File: config.mk
export PLATFORM = sky130hd
export DESIGN_NAME = pulse_shaper_flat
export DESIGN_NICKNAME = d
export VERILOG_FILES = /design/src/rtl/pulse_shaper_if.sv /design/src/rtl/pulse_shaper.sv /design/src/flat_wrapper.sv
export SDC_FILE = /design/constraint.sdc
export NUM_CORES = 1
export LEC_CHECK = 0
export CAP_MARGIN = 40
export CORE_AREA = 2 2 58 46
export CTS_CLUSTER_SIZE = 30
export DETAILED_ROUTE_END_ITERATION = 12
export DIE_AREA = 0 0 60 48
export DONT_BUFFER_PORTS = 1
export PLACE_DENSITY = 0.84
export SLEW_MARGIN = 20
export SYNTH_ARGS = -nofsm -noshare
export SYNTH_HDL_FRONTEND = slang
export SYNTH_SLANG_ARGS = --single-unit
File: constraint.sdc
create_clock -name CLK -period 5 [get_ports CLK]
set_clock_uncertainty 0.05 [all_clocks]
set_input_delay 0.75 -clock CLK [delete_from_list [all_inputs] [get_ports CLK]]
set_output_delay 0.75 -clock CLK [all_outputs]
set_load 0.05 [all_outputs]
File: src/rtl/pulse_shaper_if.sv
// Request/level interface between control logic and the pulse shaper.
// The control side drives one-cycle requests; the shaper returns the shaped
// level plus queue status.
interface pulse_shaper_if #(
  parameter int PEND_W = 2
) ();
  logic              iPulse;
  logic              oSignal;
  logic              oBusy;
  logic [PEND_W-1:0] oPending;
  logic              oDrop;

  modport master (output iPulse, input oSignal, oBusy, oPending, oDrop);
  modport slave  (input iPulse, output oSignal, oBusy, oPending, oDrop);
endinterface

File: src/rtl/pulse_shaper.sv
// Pulse shaper: turns one-cycle requests into level pulses of exactly
// HIGH_NUM cycles high followed by at least LOW_NUM cycles low. Requests that
// arrive while a pulse is in flight are queued in a saturating counter and
// replayed back to back, with no idle cycle between the low gap and the next
// high phase.
module pulse_shaper #(
  parameter int HIGH_NUM = 10,
  parameter int LOW_NUM  = 10,
  parameter int CNT_W    = 16,
  parameter int PEND_W   = 2
) (
  input  logic            CLK,
  input  logic            RST,
  pulse_shaper_if.slave   bus
);

  typedef enum logic [1:0] {
    IDLE = 2'd0,
    HIGH = 2'd1,
    LOW  = 2'd2
  } state_t;

  localparam logic [PEND_W-1:0] PEND_MAX  = '1;
  localparam logic [CNT_W-1:0]  HIGH_LAST = CNT_W'(HIGH_NUM - 1);
  localparam logic [CNT_W-1:0]  LOW_LAST  = CNT_W'(LOW_NUM - 1);

  state_t             state;
  state_t             state_nxt;
  logic [CNT_W-1:0]   cnt;
  logic [CNT_W-1:0]   cnt_nxt;
  logic [PEND_W-1:0]  pend;
  logic [PEND_W-1:0]  pend_nxt;
  logic               sig;
  logic               sig_nxt;
  logic               drop;
  logic               drop_nxt;
  logic               busy;
  logic               accept;
  logic               consume;

  // Saturating update of the queue depth. A consume only happens when the
  // effective count (pend + accept) is non-zero, so the decrement cannot wrap.
  // When full, an accept without a matching consume leaves the count alone.
  function automatic logic [PEND_W-1:0] pend_update(
    input logic [PEND_W-1:0] p,
    input logic              acc,
    input logic              con
  );
    logic [PEND_W-1:0] r;
    r = p;
    if (acc && !con) begin
      r = (p == PEND_MAX) ? p : p + 1'b1;
    end else if (!acc && con) begin
      r = p - 1'b1;
    end
    return r;
  endfunction

  // State register plus registered outputs; reset discards queued requests.
  always_ff @(posedge CLK) begin
    if (RST) begin
      state <= IDLE;
      cnt   <= '0;
      pend  <= '0;
      sig   <= 1'b0;
      drop  <= 1'b0;
    end else begin
      state <= state_nxt;
      cnt   <= cnt_nxt;
      pend  <= pend_nxt;
      sig   <= sig_nxt;
      drop  <= drop_nxt;
    end
  end

  // Next-state and phase-counter logic, including the queue consume decision
  // at the end of the low gap (a same-cycle request counts as pending).
  always_comb begin
    state_nxt = state;
    cnt_nxt   = cnt;
    consume   = 1'b0;
    accept    = bus.iPulse && (state != IDLE);
    case (state)
      IDLE: begin
        if (bus.iPulse) begin
          state_nxt = HIGH;
          cnt_nxt   = '0;
        end
      end
      HIGH: begin
        if (cnt == HIGH_LAST) begin
          state_nxt = LOW;
          cnt_nxt   = '0;
        end else begin
          cnt_nxt = cnt + 1'b1;
        end
      end
      LOW: begin
        if (cnt == LOW_LAST) begin
          cnt_nxt = '0;
          if ((pend != '0) || accept) begin
            consume   = 1'b1;
            state_nxt = HIGH;
          end else begin
            state_nxt = IDLE;
          end
        end else begin
          cnt_nxt = cnt + 1'b1;
        end
      end
      default: begin
        state_nxt = IDLE;
        cnt_nxt   = '0;
      end
    endcase
  end

  // Output decode: next values for the registered outputs, busy from state.
  always_comb begin
    sig_nxt  = (state_nxt == HIGH);
    drop_nxt = accept && !consume && (pend == PEND_MAX);
    pend_nxt = pend_update(pend, accept, consume);
    busy     = (state != IDLE);
  end

  assign bus.oSignal  = sig;
  assign bus.oBusy    = busy;
  assign bus.oPending = pend;
  assign bus.oDrop    = drop;

endmodule
File: src/flat_wrapper.sv
// flat-port wrapper written by rule: the top's interface ports become plain ports
module pulse_shaper_flat 
#(
  parameter int HIGH_NUM = 10,
  parameter int LOW_NUM  = 10,
  parameter int CNT_W    = 16,
  parameter int PEND_W   = 2
)
  (CLK, RST, bus_iPulse, bus_oSignal, bus_oBusy, bus_oPending, bus_oDrop);
  pulse_shaper_if #(.PEND_W(PEND_W)) bus_i ();
  input  logic CLK;
  input  logic RST;
  input wire logic [$bits(bus_i.iPulse)-1:0] bus_iPulse;
  output wire logic [$bits(bus_i.oSignal)-1:0] bus_oSignal;
  output wire logic [$bits(bus_i.oBusy)-1:0] bus_oBusy;
  output wire logic [$bits(bus_i.oPending)-1:0] bus_oPending;
  output wire logic [$bits(bus_i.oDrop)-1:0] bus_oDrop;
  assign bus_i.iPulse = bus_iPulse;
  assign bus_oSignal = bus_i.oSignal;
  assign bus_oBusy = bus_i.oBusy;
  assign bus_oPending = bus_i.oPending;
  assign bus_oDrop = bus_i.oDrop;
  pulse_shaper #(.HIGH_NUM(HIGH_NUM), .LOW_NUM(LOW_NUM), .CNT_W(CNT_W), .PEND_W(PEND_W)) u_core (.CLK(CLK), .RST(RST), .bus(bus_i));
endmodule
# ---- Yosys cells after proc, flatten, opt, wreduce, memory -nomap -nowiden
# Cells that the tools add are included.
dict set report word_totals {
  mem_bits_rw 0
  romBits 0
  memories 0
  reg_bits 22
  latch_bits 0
}
dict set report op_classes {
  bitwise 0
  n_eq_ne 7
  addsub 3
  n_mul 0
  magnitude_cmp 0
  n_reduce_logical 13
  shifts 0
  div 0
  n_mux 14
}
# cell n
set ops {}
lappend ops {{$mux 16} 2}
lappend ops {{$pmux 16 s2} 1}
lappend ops {{$add 16x1->16 const B} 1}
lappend ops {{$eq 16x4->1 const B} 1}
lappend ops {{$mux 2} 6}
lappend ops {{$pmux 2 s3} 1}
lappend ops {{$reduce_bool 2->1} 3}
lappend ops {{$eq 2x1->1 const B} 2}
lappend ops {{$eq 2x2->1 const B} 2}
lappend ops {{$logic_and 1x1->1} 4}
lappend ops {{$mux 1} 4}
lappend ops {{$ne 2x2->1 const B} 2}
lappend ops {{$add 2x1->2 const B} 1}
lappend ops {{$logic_not 1->1} 2}
lappend ops {{$logic_not 2->1} 1}
lappend ops {{$reduce_and 2->1} 1}
lappend ops {{$reduce_or 2->1} 1}
lappend ops {{$sub 2x1->2 const B} 1}
lappend ops {{$logic_or 1x1->1} 1}

# ---- Depth between registers and ports, before layout
# Gate-level depths: netlist of the first run.
dict set report depth {
  word_depth 10
  depth_mapped 7
}

# ---- Worst setup path before layout of the first run
# Ideal clock, no wire load.
dict set report synth_path {
  path_kind {register -> register}
  from {register u_core.state[0]}
  to {register u_core.cnt[12]}
  arrival_ns 2.104
  t_required_ns 4.880
  slack_ns 2.776
  synth_period_minus_slack_ns 2.224
  setup_time_ns 0.070
  path_stages_with_launch 8
  cell_sequence {dfxtp_1 > inv_1 > ha_1 > nor2b_1 > or4b_1 > clkbuf_2 > or4_1 > a21oi_1}
}
dict set report synth_via {
  elab_chain_cells 3
  word_cells_on_any_way 6
}
# item line
set synth_lines {}
lappend synth_lines {{start: declaration} pulse_shaper.sv:27} ;# state_t state;
lappend synth_lines {{start signal: assignment} pulse_shaper.sv:68} ;# state <= state_nxt;
lappend synth_lines {{$eq 2x1->1 / $eq 2x2->1 (equally long branches)} pulse_shaper.sv:83} ;# case (state)
lappend synth_lines {{$reduce_or 2->1 (no line)} --}
lappend synth_lines {{$pmux 16 s2} pulse_shaper.sv:83}
lappend synth_lines {{end signal: assignment} pulse_shaper.sv:69} ;# cnt <= cnt_nxt;
lappend synth_lines {{end: declaration} pulse_shaper.sv:29} ;# logic [CNT_W-1:0] cnt;
# Several ways; a longest one is shown, not always the timed one.
# A chain may end at the register's enable or synchronous reset.

# ---- Final worst setup path of the first run
# Same ends and word-level chain as after synthesis.

==> results_tabular.tex, run 1 <==
\begin{tabular}{lr}
\hline
Metric & Value \\
\hline
\multicolumn{2}{l}{\textbf{Synthesis}} \\
\quad Sequential fraction of the synthesis area & 33.49\% \\
\quad Synthesized area per cell & 8.376 um2 \\
\quad Fraction of synthesis flops using an asynchronous set or reset pin & 0\% \\
\quad Number of synthesized flops with an enable pin & 0 \\
\quad Share of Yosys cell area claimed by the top area cell type & 33.49\% \\
\quad Mapped Cells & 157 \\
\quad Cell taking the most area after synthesis & sky130\_fd\_sc\_hd\_\_dfxtp\_1 \\
\quad Netlist cell types & 44 \\
\quad \#FFs+latches synth & 22 \\
\quad Main area contributors after synthesis & sky130\_fd\_sc\_hd\_\_dfxtp\_1, sky130\_fd\_sc\_hd\_\_ha\_1, sky130\_fd\_sc\_hd\_\_nand2\_1 \\
\quad Most used standard cell by instance count after synthesis & sky130\_fd\_sc\_hd\_\_dfxtp\_1 \\
\quad Combined area of all synthesized cells & 0.001315 mm2 \\
\quad Syn nets & 166 \\
\quad Cell types with the highest counts after synthesis & sky130\_fd\_sc\_hd\_\_dfxtp\_1, sky130\_fd\_sc\_hd\_\_nand2\_1, sky130\_fd\_sc\_hd\_\_nor2\_1, sky130\_fd\_sc\_hd\_\_a21oi\_1, sky130\_fd\_sc\_hd\_\_inv\_1 \\
\quad Dominant synthesized flop cell & sky130\_fd\_sc\_hd\_\_dfxtp\_1 \\
\quad Synthesis Warnings & 0 \\
\multicolumn{2}{l}{\textbf{Placed design}} \\
\quad Detail Placement HPWL & 2116 um \\
\quad Inst Count DP & 184 \\
\quad Port buffer count & 0 \\
\quad Placed inst area & 0.001323 mm2 \\
\quad Routability Congestion & 0.8317 \\
\multicolumn{2}{l}{\textbf{Worst setup path}} \\
\quad CP Launch Type & flip-flop \\
\quad Worst-case reg-to-reg path depth & 7 \\
\quad Data required time of the worst path & 5.20 ns \\
\quad Register-to-Register Setup Slack & 2.39 ns \\
\quad Worst-path maximum fanout & 13 \\
\quad Kind of end point of the critical path & flip-flop \\
\quad Critical setup path kind & reg -> reg \\
\quad Worst reg2reg path endpoint & u\_core.cnt[12] \\
\quad WP data arrival & 2.81 ns \\
\quad Launch instance of the worst register-to-register path & u\_core.state[0] \\
\multicolumn{2}{l}{\textbf{Hold path}} \\
\quad Endpoint of the worst hold path & u\_core.cnt[2] \\
\quad Worst min-delay path class & in -> reg \\
\quad Cells on Worst Hold Path & 1 \\
\quad Launch instance of the worst min-delay path & RST \\
\multicolumn{2}{l}{\textbf{Run}} \\
\quad Max\_cap viols & 0 \\
\multicolumn{2}{l}{\textbf{Clock network}} \\
\quad Buffer depth of the longest clock path & 2 \\
\quad Hold bufs inserted after CTS & 0 \\
\quad Resize count post-CTS & 0 \\
\quad Number of H-tree branching levels & 1 \\
\quad Total clock buffers created by CTS & 3 \\
\quad CTS sink cnt & 22 \\
\quad Post-CTS Setup Inserts & 0 \\
\quad Clock latency of the later-clocked register in the worst-skew pair & 0.31 ns \\
\quad Register clock-pin slew on the reported worst setup and hold paths & 0.12 ns \\
\quad Clk Tree Root Cell & sky130\_fd\_sc\_hd\_\_clkbuf\_4 \\
\quad TritonCTS clock tree & done \\
\multicolumn{2}{l}{\textbf{Power and ir drop}} \\
\quad Peak VDD IR & 0.1754 mV \\
\quad Power density normalized to cell area & 231.1 mW/mm2 \\
\quad Leakage component of the power & 0.4608 nW \\
\multicolumn{2}{l}{\textbf{Status}} \\
\quad Run status & finished, final reports clean \\
\multicolumn{2}{l}{\textbf{Die}} \\
\quad Height of the chip & 48 um \\
\quad Floorplan Core Area & 0.002271 mm2 \\
\quad Row count & 15 \\
\quad Horizontal extent of the die & 60 um \\
\quad Number of I/O pins & 8 \\
\quad Starting utilization of the core area & 57.91\% \\
\quad Die ar. & 0.002880 mm2 \\
\multicolumn{2}{l}{\textbf{Timing}} \\
\quad Number of pins with negative max-slew slack in the final report & 0 \\
\quad Unrepaired setup endpoints after global routing & no \\
\quad Final-report setup violation count & 0 \\
\quad Upper clock frequency limit & 383.5 MHz \\
\quad Actual transition at the worst max-transition pin & 0.7547 ns \\
\quad Final critical delay including setup and external delays & 2.608 ns \\
\quad Worst hold-check slack & 0.4453 ns \\
\quad Worst slew margin relative to its limit & 49.61\% \\
\quad Setup TNS after final layout & 0 ns \\
\quad Number of hold violations in the final report & 0 \\
\quad Post-route clock period utilization & 52.15\% \\
\multicolumn{2}{l}{\textbf{Global route}} \\
\quad Number of global-route vias before repair & 1083 \\
\quad Overflow after GRT & 0 \\
\quad Global-route usage over all layers & 23.01\% \\
\quad Antenna violations before repair & 0 \\
\quad Global-route wire length before repair & 4899 um \\
\quad Pin count of the biggest net entering global routing & 16 \\
\multicolumn{2}{l}{\textbf{Route}} \\
\quad Post-detailed-routing wire length & 2869 um \\
\quad Routed vias/inst & 6.243 \\
\quad DR pass1 iterations & 4 \\
\quad Vias post-DR & 1180 \\
\quad Number of DRC violations after detailed routing & 0 \\
\quad Antenna-violating nets left & 0 \\
\quad Routed WL per cell & 15.18 um \\
\quad Number of violations reported at the end of detailed-routing iteration 0 & 66 \\
\multicolumn{2}{l}{\textbf{Layout}} \\
\quad Antenna fix cells & 0 \\
\quad Layout fillers & 211 \\
\quad Layout Cell Area excl Fill & 0.001366 mm2 \\
\quad Share of cells above drive strength 1 & 8.387\% \\
\quad Syn-to-layout area delta & 3.901\% \\
\quad Count of non-filler cells in the finished layout & 189 \\
\quad Final net count & 165 \\
\hline
\end{tabular}
==> flip-flops by register name, indices dropped and copies added (netlist names) <==
name and count:
u_core.cnt 16, u_core.bus.oDrop 1, u_core.bus.oPending 2, u_core.bus.oSignal 1, u_core.state 2
==> critical path, cell delays in order (launching register included) <==
cell and delay, ns:
sky130_fd_sc_hd__dfxtp_1 0.42, sky130_fd_sc_hd__inv_1 0.08, sky130_fd_sc_hd__ha_1 0.26, sky130_fd_sc_hd__nor2b_1 0.17, sky130_fd_sc_hd__clkbuf_4 0.20, sky130_fd_sc_hd__or4b_1 0.67
sky130_fd_sc_hd__or4_1 0.54, sky130_fd_sc_hd__a21oi_1 0.14
==> metrics by stage <==
stage          power [mW]  utilization (%)  worst slack (ns)
2_1_floorplan      0.2146                -             2.776
3_3_place_gp       0.2186            58.24             2.560
3_5_place_dp       0.2202            58.24             2.464
4_1_cts            0.3170            59.83             2.433
5_1_grt            0.3313            60.17             2.260
6_report           0.3158            60.17             2.392
==> power breakdown <==
| part | leakage (nW) | internal (mW) | switching [mW] |
|---|---|---|---|
| combinational | 0.262 | 0.0121 | 0.0223 |
| clock | 0.0210 | 0.0445 | 0.0536 |
| sequential | 0.178 | 0.178 | 0.00559 |
==> final cells by class <==
class | instances | area (um2) | share of cell area (%)
Multi-Input combinational cell | 120 | 809.5 | 59.25
Tap cell | 34 | 42.54 | 3.114
Inverter | 8 | 30.03 | 2.198
Sequential cell | 22 | 440.4 | 32.23
Clock buffer | 4 | 36.28 | 2.656
Timing Repair Buffer | 1 | 7.507 | 0.5495
==> how the worst max path moves through the flow <==
stage               startpoint             end  cells after the start
2_1_floorplan  u_core.state[0]  u_core.cnt[12]                      7
6_report       u_core.state[0]  u_core.cnt[12]                      7
4_1_cts        u_core.state[0]  u_core.cnt[14]                      6
3_3_place_gp   u_core.state[0]  u_core.cnt[12]                      6
3_5_place_dp   u_core.state[0]  u_core.cnt[14]                      6
5_1_grt        u_core.state[0]  u_core.cnt[14]                      7
==> logic make-up after synthesis <==
family | share of synthesized area (%)
buf+inv | 4.947
xor+xnor | 3.330
compound gates | 18.94
simple gates | 32.07
mux | 1.522
flops | 33.49
fa+ha+maj | 5.709
==> cell usage in the layout, fill, tap and decap left out, types with 4 or more instances in the layout <==
cell	n
sky130_fd_sc_hd__o21ai_0	7
sky130_fd_sc_hd__a21oi_1	9
sky130_fd_sc_hd__xnor2_1	4
sky130_fd_sc_hd__ha_1	6
sky130_fd_sc_hd__nor4_1	7
sky130_fd_sc_hd__a21o_1	4
sky130_fd_sc_hd__nand2_1	13
sky130_fd_sc_hd__clkbuf_4	4
sky130_fd_sc_hd__or3_1	6
sky130_fd_sc_hd__inv_1	8
sky130_fd_sc_hd__nor2_1	11
sky130_fd_sc_hd__nor3_1	4
sky130_fd_sc_hd__dfxtp_1	22
sky130_fd_sc_hd__nand3_1	6
==> metal layers <==
layer / global-route usage, % / routed length, um
met5: 0 / 0
met4: 6.667 / 15
met3: 6.216 / 100
met2: 36.52 / 1307
met1: 31.02 / 1445
(Power assumes the default switching activity.)
==> run 2, diff against run 1 <==
==> constraint.sdc (replaced) <==
create_clock -name CLK -period 2.62 [get_ports CLK]
set_clock_uncertainty 0.05 [all_clocks]
set_input_delay 0.393 -clock CLK [delete_from_list [all_inputs] [get_ports CLK]]
set_output_delay 0.393 -clock CLK [all_outputs]
set_load 0.05 [all_outputs]
==> results_tabular.tex, run 2 (synthesis gave the netlist of run 1 again) <==
\begin{tabular}{lr}
\hline
Metric & Value \\
\hline
\multicolumn{2}{l}{\textbf{Status}} \\
\quad Run status & finished, final reports clean \\
\multicolumn{2}{l}{\textbf{Clock network}} \\
\quad CTS sink cnt & 22 \\
\quad Buffer depth of the longest clock path & 2 \\
\quad Clock latency of the later-clocked register in the worst-skew pair & 0.31 ns \\
\quad Clk Tree Root Cell & sky130\_fd\_sc\_hd\_\_clkbuf\_4 \\
\quad Hold bufs inserted after CTS & 0 \\
\quad Resize count post-CTS & 0 \\
\quad Post-CTS Setup Inserts & 0 \\
\quad Total clock buffers created by CTS & 3 \\
\quad TritonCTS clock tree & done \\
\quad Register clock-pin slew on the reported worst setup and hold paths & 0.11 ns \\
\quad Number of H-tree branching levels & 1 \\
\multicolumn{2}{l}{\textbf{Layout}} \\
\quad Number of flip-flops under the largest register name & 16 \\
\quad Antenna fix cells & 0 \\
\quad Final net count & 167 \\
\quad Count of non-filler cells in the finished layout & 190 \\
\quad Register name with the most flops & u\_core.cnt \\
\quad Layout fillers & 215 \\
\quad Most common library cell in the layout ignoring fill and taps & sky130\_fd\_sc\_hd\_\_dfxtp\_1 \\
\quad Syn-to-layout area delta & 3.996\% \\
\quad Leading cell types in the layout, fill and taps excluded & sky130\_fd\_sc\_hd\_\_dfxtp\_1, sky130\_fd\_sc\_hd\_\_nand2\_1, sky130\_fd\_sc\_hd\_\_nor2\_1 \\
\quad Final cell utilization of the core & 60.22\% \\
\quad Share of cells above drive strength 1 & 8.974\% \\
\quad Layout Cell Area excl Fill & 0.001368 mm2 \\
\quad Area taken by flip-flops and latches & 440.4 um2 \\
\quad Multi-input logic area & 809.5 um2 \\
\multicolumn{2}{l}{\textbf{Die}} \\
\quad Height of the chip & 48 um \\
\quad Die ar. & 0.002880 mm2 \\
\quad Horizontal extent of the die & 60 um \\
\quad Floorplan Core Area & 0.002271 mm2 \\
\quad Row count & 15 \\
\quad Starting utilization of the core area & 57.91\% \\
\quad Number of I/O pins & 8 \\
\multicolumn{2}{l}{\textbf{Route}} \\
\quad DR pass1 iterations & 4 \\
\quad Number of violations reported at the end of detailed-routing iteration 0 & 85 \\
\quad Routed WL per cell & 15.22 um \\
\quad Vias post-DR & 1203 \\
\quad Routed vias/inst & 6.332 \\
\quad Number of DRC violations after detailed routing & 0 \\
\quad Post-detailed-routing wire length & 2891 um \\
\quad Antenna-violating nets left & 0 \\
\multicolumn{2}{l}{\textbf{Worst setup path}} \\
\quad Cell with the biggest individual delay on the critical path & sky130\_fd\_sc\_hd\_\_or4b\_1 \\
\quad Slowest cell delay on critical path & 0.65 ns \\
\quad Worst-case reg-to-reg path depth & 6 \\
\quad CP Launch Type & flip-flop \\
\quad Buffer and inverter count on the worst path & 1 \\
\quad Crit-path leading delay family & simple AND/OR/NAND/NOR gates \\
\quad Cell breakdown of the critical path & inv\_1, ha\_1, nor2b\_1, or4b\_1, or4\_1, a21oi\_1 \\
\quad Data required time of the worst path & 2.82 ns \\
\quad Kind of end point of the critical path & flip-flop \\
\quad WP data arrival & 2.58 ns \\
\quad Critical setup path kind & reg -> reg \\
\quad Register-to-Register Setup Slack & 0.24 ns \\
\quad Worst-path maximum fanout & 8 \\
\quad Launch instance of the worst register-to-register path & u\_core.state[0] \\
\quad Worst reg2reg path endpoint & u\_core.cnt[14] \\
\multicolumn{2}{l}{\textbf{Power and ir drop}} \\
\quad Switching power total & 0.1543 mW \\
\quad Internal power component & 0.4164 mW \\
\quad Proportion of power drawn by combinational gates & 11.8\% \\
\quad Leakage component of the power & 0.4648 nW \\
\quad Share of total power in sequential cells & 61.0\% \\
\quad Total Power Consumption & 0.5707 mW \\
\quad Clock share of power & 27.2\% \\
\quad Peak VDD IR & 0.2315 mV \\
\quad Power density normalized to cell area & 417.3 mW/mm2 \\
\quad Switching share of total power & 27.04\% \\
\multicolumn{2}{l}{\textbf{Timing}} \\
\quad Unrepaired setup endpoints after global routing & no \\
\quad Actual transition at the worst max-transition pin & 0.5522 ns \\
\quad Final-report setup violation count & 0 \\
\quad Upper clock frequency limit & 420.9 MHz \\
\quad Post-route clock period utilization & 90.69\% \\
\quad Worst slew margin relative to its limit & 62.79\% \\
\quad Number of hold violations in the final report & 0 \\
\quad Final critical delay including setup and external delays & 2.376 ns \\
\quad Setup TNS after final layout & 0 ns \\
\quad Number of pins with negative max-slew slack in the final report & 0 \\
\multicolumn{2}{l}{\textbf{Placed design}} \\
\quad Detail Placement HPWL & 2156 um \\
\quad Routability Congestion & 0.9348 \\
\quad Placed inst area & 0.001345 mm2 \\
\quad Port buffer count & 0 \\
\quad Inst Count DP & 187 \\
\multicolumn{2}{l}{\textbf{Hold path}} \\
\quad Worst min-delay path class & in -> reg \\
\quad Launch instance of the worst min-delay path & RST \\
\quad Cells on Worst Hold Path & 1 \\
\quad Endpoint of the worst hold path & u\_core.cnt[2] \\
\multicolumn{2}{l}{\textbf{Global route}} \\
\quad Global-route usage over all layers & 22.15\% \\
\quad Pin count of the biggest net entering global routing & 14 \\
\quad Overflow after GRT & 0 \\
\quad Number of global-route vias before repair & 1045 \\
\quad Global-route wire length before repair & 4643 um \\
\quad Antenna violations before repair & 0 \\
\multicolumn{2}{l}{\textbf{Run}} \\
\quad Max\_cap viols & 0 \\
\hline
\end{tabular}
[run 2: layer usage]
layer / up-vias / share of wire, % / GRT usage [%]
met3: 6 / 6.6 / 6.486
met4: 0 / 1.5 / 6.667
met2: 40 / 45 / 35.43
met5: - / 0 / 0
li1: 581 / - / -
met1: 576 / 46 / 29.29
[run 2: area by class of cell]
type | instances | area share (%)
sequential | 22 | 32.20
inverter | 8 | 2.196
tap | 34 | 3.111
multi-input combinational | 120 | 59.19
clock buffer | 3 | 1.647
timing repair buffer | 3 | 1.647
[run 2: power groups by stage]
stage | sequential [mW] | clock, mW | combinational, mW
final | 0.348 | 0.155 | 0.0674
after global routing | 0.349 | 0.168 | 0.0736
after CTS | 0.348 | 0.156 | 0.0663
after detailed placement | 0.356 | 0 | 0.0659
after global placement | 0.356 | 0 | 0.0632
after floorplan | 0.356 | 0 | 0.0538
[run 2: worst max-delay path by stage]
stage	end	from	slack (ns)	cells past startpoint
3_3_place_gp	u_core.cnt[12]	u_core.state[0]	0.37	6
3_5_place_dp	u_core.cnt[14]	u_core.state[0]	0.28	6
5_1_grt	u_core.cnt[14]	u_core.state[0]	0.14	6
2_1_floorplan	u_core.cnt[12]	u_core.state[0]	0.40	7
4_1_cts	u_core.cnt[14]	u_core.state[0]	0.24	6
6_report	u_core.cnt[14]	u_core.state[0]	0.24	6
[run 2: worst register-to-register path, cell delays in order, from the launching register on]
cell and delay (ns):
sky130_fd_sc_hd__dfxtp_1 0.40, sky130_fd_sc_hd__inv_1 0.08, sky130_fd_sc_hd__ha_1 0.25, sky130_fd_sc_hd__nor2b_1 0.17, sky130_fd_sc_hd__or4b_1 0.65, sky130_fd_sc_hd__or4_1 0.55, sky130_fd_sc_hd__a21oi_1 0.16
[run 2: stage by stage]
step	hold slack [ns]	worst slack, ns
4_1_cts	0.07573	0.2389
6_report	0.08223	0.2440
3_3_place_gp	0.4153	0.3689
5_1_grt	0.07703	0.1363
3_5_place_dp	0.4164	0.2751
2_1_floorplan	0.4118	0.3958
==> run 3, diff against run 2 <==
--- a/config.mk
+++ b/config.mk
@@ -5,7 +5,7 @@
 export SDC_FILE = /design/constraint.sdc
 export NUM_CORES = 1
 export LEC_CHECK = 0
-export CAP_MARGIN = 40
+export CAP_MARGIN = 15
 export CORE_AREA = 2 2 58 46
 export CTS_CLUSTER_SIZE = 30
 export DETAILED_ROUTE_END_ITERATION = 12
==> results of run 3 <==
Same layout as run 2: the final DEF is identical, and so are final timing and power.
